$ cat config.mk
export PLATFORM = sky130hd
export DESIGN_NAME = key_uart_tx_flat
export DESIGN_NICKNAME = d
export VERILOG_FILES = /design/src/rtl/key_uart_tx_if.sv /design/src/rtl/key_uart_tx.sv /design/src/flat_wrapper.sv
export SDC_FILE = /design/constraint.sdc
export NUM_CORES = 1
export LEC_CHECK = 0
export ABC_AREA = 1
export CAP_MARGIN = 20
export CORE_AREA = 2 2 64 66
export CTS_BUF_LIST = sky130_fd_sc_hd__clkbuf_4
export DETAILED_ROUTE_END_ITERATION = 6
export DIE_AREA = 0 0 66 68
export GPL_ROUTABILITY_DRIVEN = 0
export PLACE_DENSITY = 0.75
export SLEW_MARGIN = 30
export SYNTH_ARGS = -nofsm -noshare
export SYNTH_HDL_FRONTEND = slang
export SYNTH_SLANG_ARGS = --single-unit
$ cat constraint.sdc
create_clock -name clk -period 1.65 [get_ports clk]
set_input_delay 0.165 -clock clk [delete_from_list [all_inputs] [get_ports clk]]
set_output_delay 0.165 -clock clk [all_outputs]
set_load 0.05 [all_outputs]
$ cat src/rtl/key_uart_tx_if.sv
// key_uart_tx_if: event/serial bundle between a paddle-key source and the
// key-event UART transmitter.
//   ev[3:0]  one-cycle key strobes, bit0=I bit1=K bit2=W bit3=S (source -> tx)
//   upper    case select sampled when a frame is loaded          (source -> tx)
//   tx       UART serial line, idle high                         (tx -> source)
//   busy     frame in progress                                   (tx -> source)
//   sent     pulse on the last cycle of a stop bit               (tx -> source)
//   dropped  pulse when a strobe hits an already pending key     (tx -> source)
interface key_uart_tx_if;
    logic [3:0] ev;
    logic       upper;
    logic       tx;
    logic       busy;
    logic       sent;
    logic       dropped;

    modport master (
        output ev,
        output upper,
        input  tx,
        input  busy,
        input  sent,
        input  dropped
    );

    modport slave (
        input  ev,
        input  upper,
        output tx,
        output busy,
        output sent,
        output dropped
    );
endinterface

$ cat src/rtl/key_uart_tx.sv
// key_uart_tx: turns paddle-key event strobes (I, K, W, S) into ASCII
// characters and sends each one as an 8N1 UART frame.
//   clk   system clock, rising edge
//   rst   synchronous active-high reset
//   bus   key_uart_tx_if slave modport: ev, upper in; tx, busy, sent, dropped out
//
// state | meaning
// ------+---------------------------------------------------------------
// IDLE  | line high, waiting for a pending key; loads one when present
// START | start bit (low) for CLKS_PER_BIT cycles
// DATA  | eight data bits, LSB first, CLKS_PER_BIT cycles each
// STOP  | stop bit (high); sent pulses on its final cycle
module key_uart_tx #(
    parameter int unsigned CLKS_PER_BIT = 10417
) (
    input  logic          clk,
    input  logic          rst,
    key_uart_tx_if.slave  bus
);

    localparam logic [1:0] S_IDLE  = 2'd0;
    localparam logic [1:0] S_START = 2'd1;
    localparam logic [1:0] S_DATA  = 2'd2;
    localparam logic [1:0] S_STOP  = 2'd3;

    localparam logic [15:0] BIT_LAST = 16'(CLKS_PER_BIT - 1);

    // Uppercase codes; lowercase differs only in bit 5.
    localparam logic [7:0] CHAR_I = 8'h49;
    localparam logic [7:0] CHAR_K = 8'h4B;
    localparam logic [7:0] CHAR_W = 8'h57;
    localparam logic [7:0] CHAR_S = 8'h53;
    localparam logic [7:0] CASE_BIT = 8'h20;

    logic [1:0]  state, state_n;
    logic [15:0] bit_cnt, bit_cnt_n;
    logic [2:0]  idx, idx_n;
    logic [7:0]  shift, shift_n;
    logic [3:0]  pend;
    logic [3:0]  pick_mask;
    logic [3:0]  load_mask;
    logic [7:0]  pick_char;
    logic [7:0]  load_byte;
    logic        load;
    logic        bit_done;
    logic        tx_r, tx_n;
    logic        dropped_r;

    // Lowest pending index wins: I > K > W > S.
    always_comb begin
        pick_mask = 4'b0000;
        pick_char = 8'h00;
        if (pend[0]) begin
            pick_mask = 4'b0001;
            pick_char = CHAR_I;
        end else if (pend[1]) begin
            pick_mask = 4'b0010;
            pick_char = CHAR_K;
        end else if (pend[2]) begin
            pick_mask = 4'b0100;
            pick_char = CHAR_W;
        end else if (pend[3]) begin
            pick_mask = 4'b1000;
            pick_char = CHAR_S;
        end
    end

    assign load      = (state == S_IDLE) && (pend != 4'b0000);
    assign load_mask = load ? pick_mask : 4'b0000;
    assign load_byte = bus.upper ? pick_char : (pick_char | CASE_BIT);
    assign bit_done  = (bit_cnt == BIT_LAST);

    always_comb begin
        state_n   = state;
        bit_cnt_n = bit_cnt;
        idx_n     = idx;
        shift_n   = shift;
        case (state)
            S_IDLE: begin
                if (load) begin
                    state_n   = S_START;
                    bit_cnt_n = 16'd0;
                    shift_n   = load_byte;
                end
            end
            S_START: begin
                if (bit_done) begin
                    state_n   = S_DATA;
                    bit_cnt_n = 16'd0;
                    idx_n     = 3'd0;
                end else begin
                    bit_cnt_n = bit_cnt + 16'd1;
                end
            end
            S_DATA: begin
                if (bit_done) begin
                    bit_cnt_n = 16'd0;
                    if (idx == 3'd7) begin
                        state_n = S_STOP;
                        idx_n   = 3'd0;
                    end else begin
                        idx_n = idx + 3'd1;
                    end
                end else begin
                    bit_cnt_n = bit_cnt + 16'd1;
                end
            end
            S_STOP: begin
                if (bit_done) begin
                    state_n   = S_IDLE;
                    bit_cnt_n = 16'd0;
                end else begin
                    bit_cnt_n = bit_cnt + 16'd1;
                end
            end
            default: begin
                state_n   = S_IDLE;
                bit_cnt_n = 16'd0;
                idx_n     = 3'd0;
            end
        endcase
    end

    // tx is registered from the next-state view so the line never glitches
    // and still falls right after the load edge.
    always_comb begin
        tx_n = 1'b1;
        case (state_n)
            S_START: tx_n = 1'b0;
            S_DATA:  tx_n = shift_n[idx_n];
            default: tx_n = 1'b1;
        endcase
    end

    always_ff @(posedge clk) begin
        if (rst) begin
            state     <= S_IDLE;
            bit_cnt   <= 16'd0;
            idx       <= 3'd0;
            shift     <= 8'h00;
            pend      <= 4'b0000;
            tx_r      <= 1'b1;
            dropped_r <= 1'b0;
        end else begin
            state     <= state_n;
            bit_cnt   <= bit_cnt_n;
            idx       <= idx_n;
            shift     <= shift_n;
            // Set beats clear: a strobe on the key being loaded re-arms it.
            pend      <= (pend & ~load_mask) | bus.ev;
            tx_r      <= tx_n;
            // Any number of colliding keys yields a single pulse.
            dropped_r <= |(bus.ev & pend & ~load_mask);
        end
    end

    assign bus.tx      = tx_r;
    assign bus.busy    = (state != S_IDLE);
    assign bus.sent    = (state == S_STOP) && bit_done;
    assign bus.dropped = dropped_r;

endmodule
$ cat src/flat_wrapper.sv
// flat-port wrapper written by rule: the top's interface ports become plain ports
module key_uart_tx_flat 
#(
    parameter int unsigned CLKS_PER_BIT = 10417
)
  (clk, rst, bus_ev, bus_upper, bus_tx, bus_busy, bus_sent, bus_dropped);
  key_uart_tx_if bus_i ();
  input  logic clk;
  input  logic rst;
  input wire logic [$bits(bus_i.ev)-1:0] bus_ev;
  input wire logic [$bits(bus_i.upper)-1:0] bus_upper;
  output wire logic [$bits(bus_i.tx)-1:0] bus_tx;
  output wire logic [$bits(bus_i.busy)-1:0] bus_busy;
  output wire logic [$bits(bus_i.sent)-1:0] bus_sent;
  output wire logic [$bits(bus_i.dropped)-1:0] bus_dropped;
  assign bus_i.ev = bus_ev;
  assign bus_i.upper = bus_upper;
  assign bus_tx = bus_i.tx;
  assign bus_busy = bus_i.busy;
  assign bus_sent = bus_i.sent;
  assign bus_dropped = bus_i.dropped;
  key_uart_tx #(.CLKS_PER_BIT(CLKS_PER_BIT)) u_core (.clk(clk), .rst(rst), .bus(bus_i));
endmodule
Word level (Yosys, flattened, before mapping):

Cells that the tools add are included.

* output and inout port bits: 4
* input port bits: 7
* bits in registers: 35

* bitwise gates (word level): 5
* magnitude comparators: 1
* add/subtract/negate cells: 2
* multiplexer cells: 28
* reduce and logical (&&, ||, !) cells: 7
* equality and inequality tests: 8

Operators by type and width (number)
* $mux 8: 5
* $mux 16: 2
* $pmux 16 s2: 1
* $mux 4: 5
* $add 16x1->16 const B: 1
* $eq 16x14->1 const B: 1
* $and 4x4->4: 3
* $mux 2: 5
* $mux 3: 3
* $pmux 2 s4: 1
* $mux 7: 1
* $eq 2x2->1 const B: 3
* $mux 6: 1
* $pmux 3 s2: 1
* $eq 2x1->1 const B: 2
* $lt 3x4->1 const B: 1
* $not 4->4: 1
* $or 4x4->4: 1
* $reduce_bool 4->1: 1
* $reduce_or 4->1: 1
* $add 3x1->3 const B: 1
* $bmux 1 s3: 1
* $eq 3x3->1 const B: 1
* $reduce_or 3->1: 1
* other kinds (6): 7

Depth between registers and ports, before layout:

* depth after elaboration: 10
* mapped depth: 15

Worst setup path before layout:

Ideal clock, no wire load.

* path type: register to register
* from: reg u_core.state[1]
* to: reg u_core.bit_cnt[3]
* path slack: -0.178 ns
* required time: 1.555 ns
* data arrival time: 1.733 ns
* cell stages (with the launch flop): 9
* setup time: 0.095 ns
* path buffers: 1
* cell sequence: dfxtp_1 inv_1 ha_1 inv_1 buf_2 nand2_1 inv_2 o21ai_1 a221oi_1

* word-level cells in the longest chain between the ends: 3
* elaborated cells between the ends (all ways): 8

RTL lines
* start, declared: RTL line key_uart_tx.sv:35 `logic [1:0] state, state_n;`
* start signal, assigned: RTL line key_uart_tx.sv:145 `state <= state_n;`
* $eq 2x1->1, or another cell as far along: RTL line key_uart_tx.sv:78 `case (state)`
* $reduce_or 3->1 (no line) / $logic_and 1x1->1 (equally long branches)
* $pmux 16 s2 / $ne 2x1->1 (equally long branches)
* end signal, assigned: RTL line key_uart_tx.sv:146 `bit_cnt <= bit_cnt_n;`
* end, declared: RTL line key_uart_tx.sv:36 `logic [15:0] bit_cnt, bit_cnt_n;`

Parallel ways exist; a longest one is shown, timed or not.
A chain may end at the register's enable or synchronous reset.

Worst setup path after layout:

* from: reg u_core.bit_cnt[7]
* to: reg u_core.tx_r (netlist: u_core.bus.tx)

* word-level cells in the longest chain between the ends: 6
* elaborated cells between the ends (all ways): 13

RTL lines
* $eq 16x14->1 (*): RTL line key_uart_tx.sv:71 `assign bit_done = (bit_cnt == BIT_LAST);`
* $mux 3, on equally long branches: RTL line key_uart_tx.sv:96, key_uart_tx.sv:87
* $pmux 3 s2: RTL line key_uart_tx.sv:78
* $bmux 1 s3: RTL line key_uart_tx.sv:130 `S_DATA: tx_n = shift_n[idx_n];`
* $mux 1 (implied by the code): RTL line key_uart_tx.sv:130
* $pmux 1 s2 (*): RTL line key_uart_tx.sv:128 `case (state_n)`
* end signal, assigned: RTL line key_uart_tx.sv:151 `tx_r <= tx_n;`
* end, declared: RTL line key_uart_tx.sv:46 `logic tx_r, tx_n;`

Every way passes the cells marked *; elsewhere a longest branch is shown, timed or not. The select of a mux whose other input is x is not followed.

==> run metrics <==
PD cells=677.7 nW/um^2; final hold violation count=0; Detailed Route WL=6095 um; Yosys top cell area share=0.3470; clk slew on worst S/H paths=0.13 ns; Setup crit end kind=register; PortBufs=10; CP required=1.95 ns; setup slack after layout=-0.2096 ns; core area=3856 um^2; Global Route Usage Sum=0.2420; layout cells sized above 1=0.3835; Wirelength per Cell=15.16 um; Sw Ratio=0.3489; library cells used by synthesis=32; Total Power=1.961 mW; Filler cells=289; max-cap viol count=0; timing-limited maximum frequency=537.7 MHz; I/O pin count=11; clk_lat worst skew=0.38 ns; Reg power frac=0.464; Routed Antenna Nets=0; number of remaining DRC errors=0; final non-filler cell total=402; Post-Syn Area=2019 um^2; Slew headroom=0.6729; total number of vias=2242; post-layout util=0.7502; actual slew at the worst max-slew pin=0.4926 ns; startpoint types=register; cell taking the most area after synthesis=dfxtp_1; Placement Rows=23; sequential cell area=716.9 um^2; flops & latches, synth=35; sw power=0.6841 mW; final cycle utilization of the critical path=1.127; Synth warnings=0; fraction of power consumed by the clock network=0.272; top cells by area, synth=dfxtp_1 (35%), nand2_1 (11%), nand3_1 (6.9%), inv_1 (6.9%), nor2_1 (6.1%); root buf cell=clkbuf_4; register area share after synthesis=0.3470; status=complete, but fails checks; Die Span X=66 um; vias in the first global route=1952; Mean Syn Cell Area=6.892 um^2; Comb pwr share=0.264; Int Pwr=1.276 mW; first-pass GRT wire length=8342 um; failing checks=negative setup slack; placed cells=376; Layout Area Growth over Synthesis=43.25%; pre-CTS WS=-0.09950 ns; die height=68 um; CTS tree=done; Slew Viols, Final=0; Via-to-Cell Ratio=5.577; Clock Skew=0.01483 ns; Final #Nets=366; Finish-stage setup viols=7; largest net degree at the start of global routing=30; Multi-input gate area=1336 um^2; Inserted Clock Buffers=5; clock buffer depth=2; Lkg Pwr=1.182 nW; total gr overflow=0; Synth Instances=293; Detailed Route Iter0 Violations=187; RSZ-0062 raised after global routing=yes; CTS Hold Buffers Added=0; Syn Nets=308; Worst Path Arrival=2.16 ns; Peak VDD IR=0.0005546 V; CP Class=reg -> reg; DPL Wire Length=3430 um; Initial Util=0.5237; die area=4488 um^2; # clock sinks=35; post-layout min period=1.860 ns; initial antenna violation count=0; H-tree levels=2; Hold Path Class=in -> reg; Antenna Cells=0; critical path fanouts, max=6; DR pass1 iterations=5
-- cell usage in the layout (no fill, tap or decap), types with 7 or more instances in the layout --
master,Yosys,routed
nor2_4,4,9
nand3_1,28,21
nand3_2,4,7
nand2_2,8,12
inv_2,6,8
o21ai_0,16,10
nor2_1,33,29
nand2_1,58,53
buf_4,0,35
buf_6,0,7
o21ai_1,3,9
a21oi_1,17,16
dfxtp_1,35,28
inv_1,37,29
-- cell families after synthesis --
group,Yosys count,synth area share
and+or+nand+nor,151,0.3624
DFF,35,0.3470
AOI/OAI and AO/OA,50,0.1475
buffers and inverters,49,0.09356
adders and majority gates,8,0.04957
-- sequential cells by signal, indices dropped and copies added (netlist names) --
signal	cells
u_core.idx	3
u_core.shift	8
u_core.bit_cnt	16
u_core.pend	4
u_core.bus.dropped	1
u_core.bus.tx	1
u_core.state	2
-- synthesized netlist by cell type (all sizes together) --
| cell type | instances |
|---|---|
| nand2 | 68 |
| inv | 44 |
| nor2 | 44 |
| dfxtp | 35 |
| nand3 | 32 |
| o21ai | 21 |
| a21oi | 19 |
| ha | 8 |
| nand4 | 5 |
| buf | 3 |
| a211oi | 2 |
| a221oi | 2 |
| a22oi | 2 |
| clkbuf | 2 |
| o22ai | 2 |
| a32o | 1 |
| and3 | 1 |
| nor3 | 1 |
| o211ai | 1 |
-- path summary, 6_finish.rpt --
path	startpoint	to	slack, ns	cells past startpoint
setup / recovery	u_core.bit_cnt[7]$_SDFFE_PP0P_	u_core.bus.tx$_SDFF_PP1_	-0.21	14
hold reg to reg	u_core.shift[0]$_SDFF_PP0_	u_core.shift[0]$_SDFF_PP0_	0.50	2
setup reg to reg	u_core.bit_cnt[7]$_SDFFE_PP0P_	u_core.bus.tx$_SDFF_PP1_	-0.21	14
hold / removal	bus_ev[0]	u_core.pend[0]$_SDFF_PP0_	0.34	3
-- layer usage --
| metal | vias up | part of all wire | GRT usage |
|---|---|---|---|
| met3 | 29 | 0.067 | 0.04934 |
| met1 | 1024 | 0.40 | 0.2960 |
| met5 | - | 0 | 0 |
| li1 | 1073 | - | - |
| met4 | 0 | 0.039 | 0.08418 |
| met2 | 116 | 0.49 | 0.4255 |
-- area by class of cell --
class	count	share of cell area
Clock buffer	5	0.01298
Sequential cell	35	0.2478
Tap cell	50	0.02163
Timing Repair Buffer	55	0.1812
Timing Repair inverter	1	0.002595
Inverter	44	0.06358
Multi-Input combinational cell	209	0.4619
Clock inverter	3	0.008218
-- critical path: stages (launching register included) --
cell,delay (ns)
dfxtp_1,0.49
nand3_1,0.17
nor2_4,0.16
buf_4,0.15
nand3_2,0.08
nand2_2,0.10
nand2_4,0.08
nand2_4,0.09
nand2_1,0.10
nand3_2,0.09
nand2_1,0.06
nand2_1,0.06
nand3_1,0.06
nand2_1,0.07
inv_1,0.03
-- repair_timing --
action / CTS / global route
gates cloned: 0 / 2
pin swaps: 13 / 22
hold endpoints to repair: 0 / 0
buffers inserted: 10 / 6
setup endpoints to repair: 10 / 14
resized for setup: 30 / 43
-- power groups by stage --
stage,clock [mW],sequential (mW),combinational (mW)
after floorplan,0,0.938,0.219
after global placement,0,0.920,0.389
after detailed placement,0,0.921,0.393
after CTS,0.513,0.905,0.422
after global routing,0.572,0.913,0.557
final,0.533,0.909,0.518
-- stage by stage --
step / hold WS [ns] / cell area (um^2) / TNS, ns
after global placement: 0.4404 / 2432 / -0.07224
after floorplan: 0.2368 / 2038 / 0
after global routing: 0.3494 / 2893 / -1.799
after detailed placement: 0.4482 / 2432 / -0.1302
final: 0.3431 / 2893 / -0.5821
after CTS: 0.3502 / 2655 / -0.1137
No activity file was read; power rests on OpenSTA's default activity.
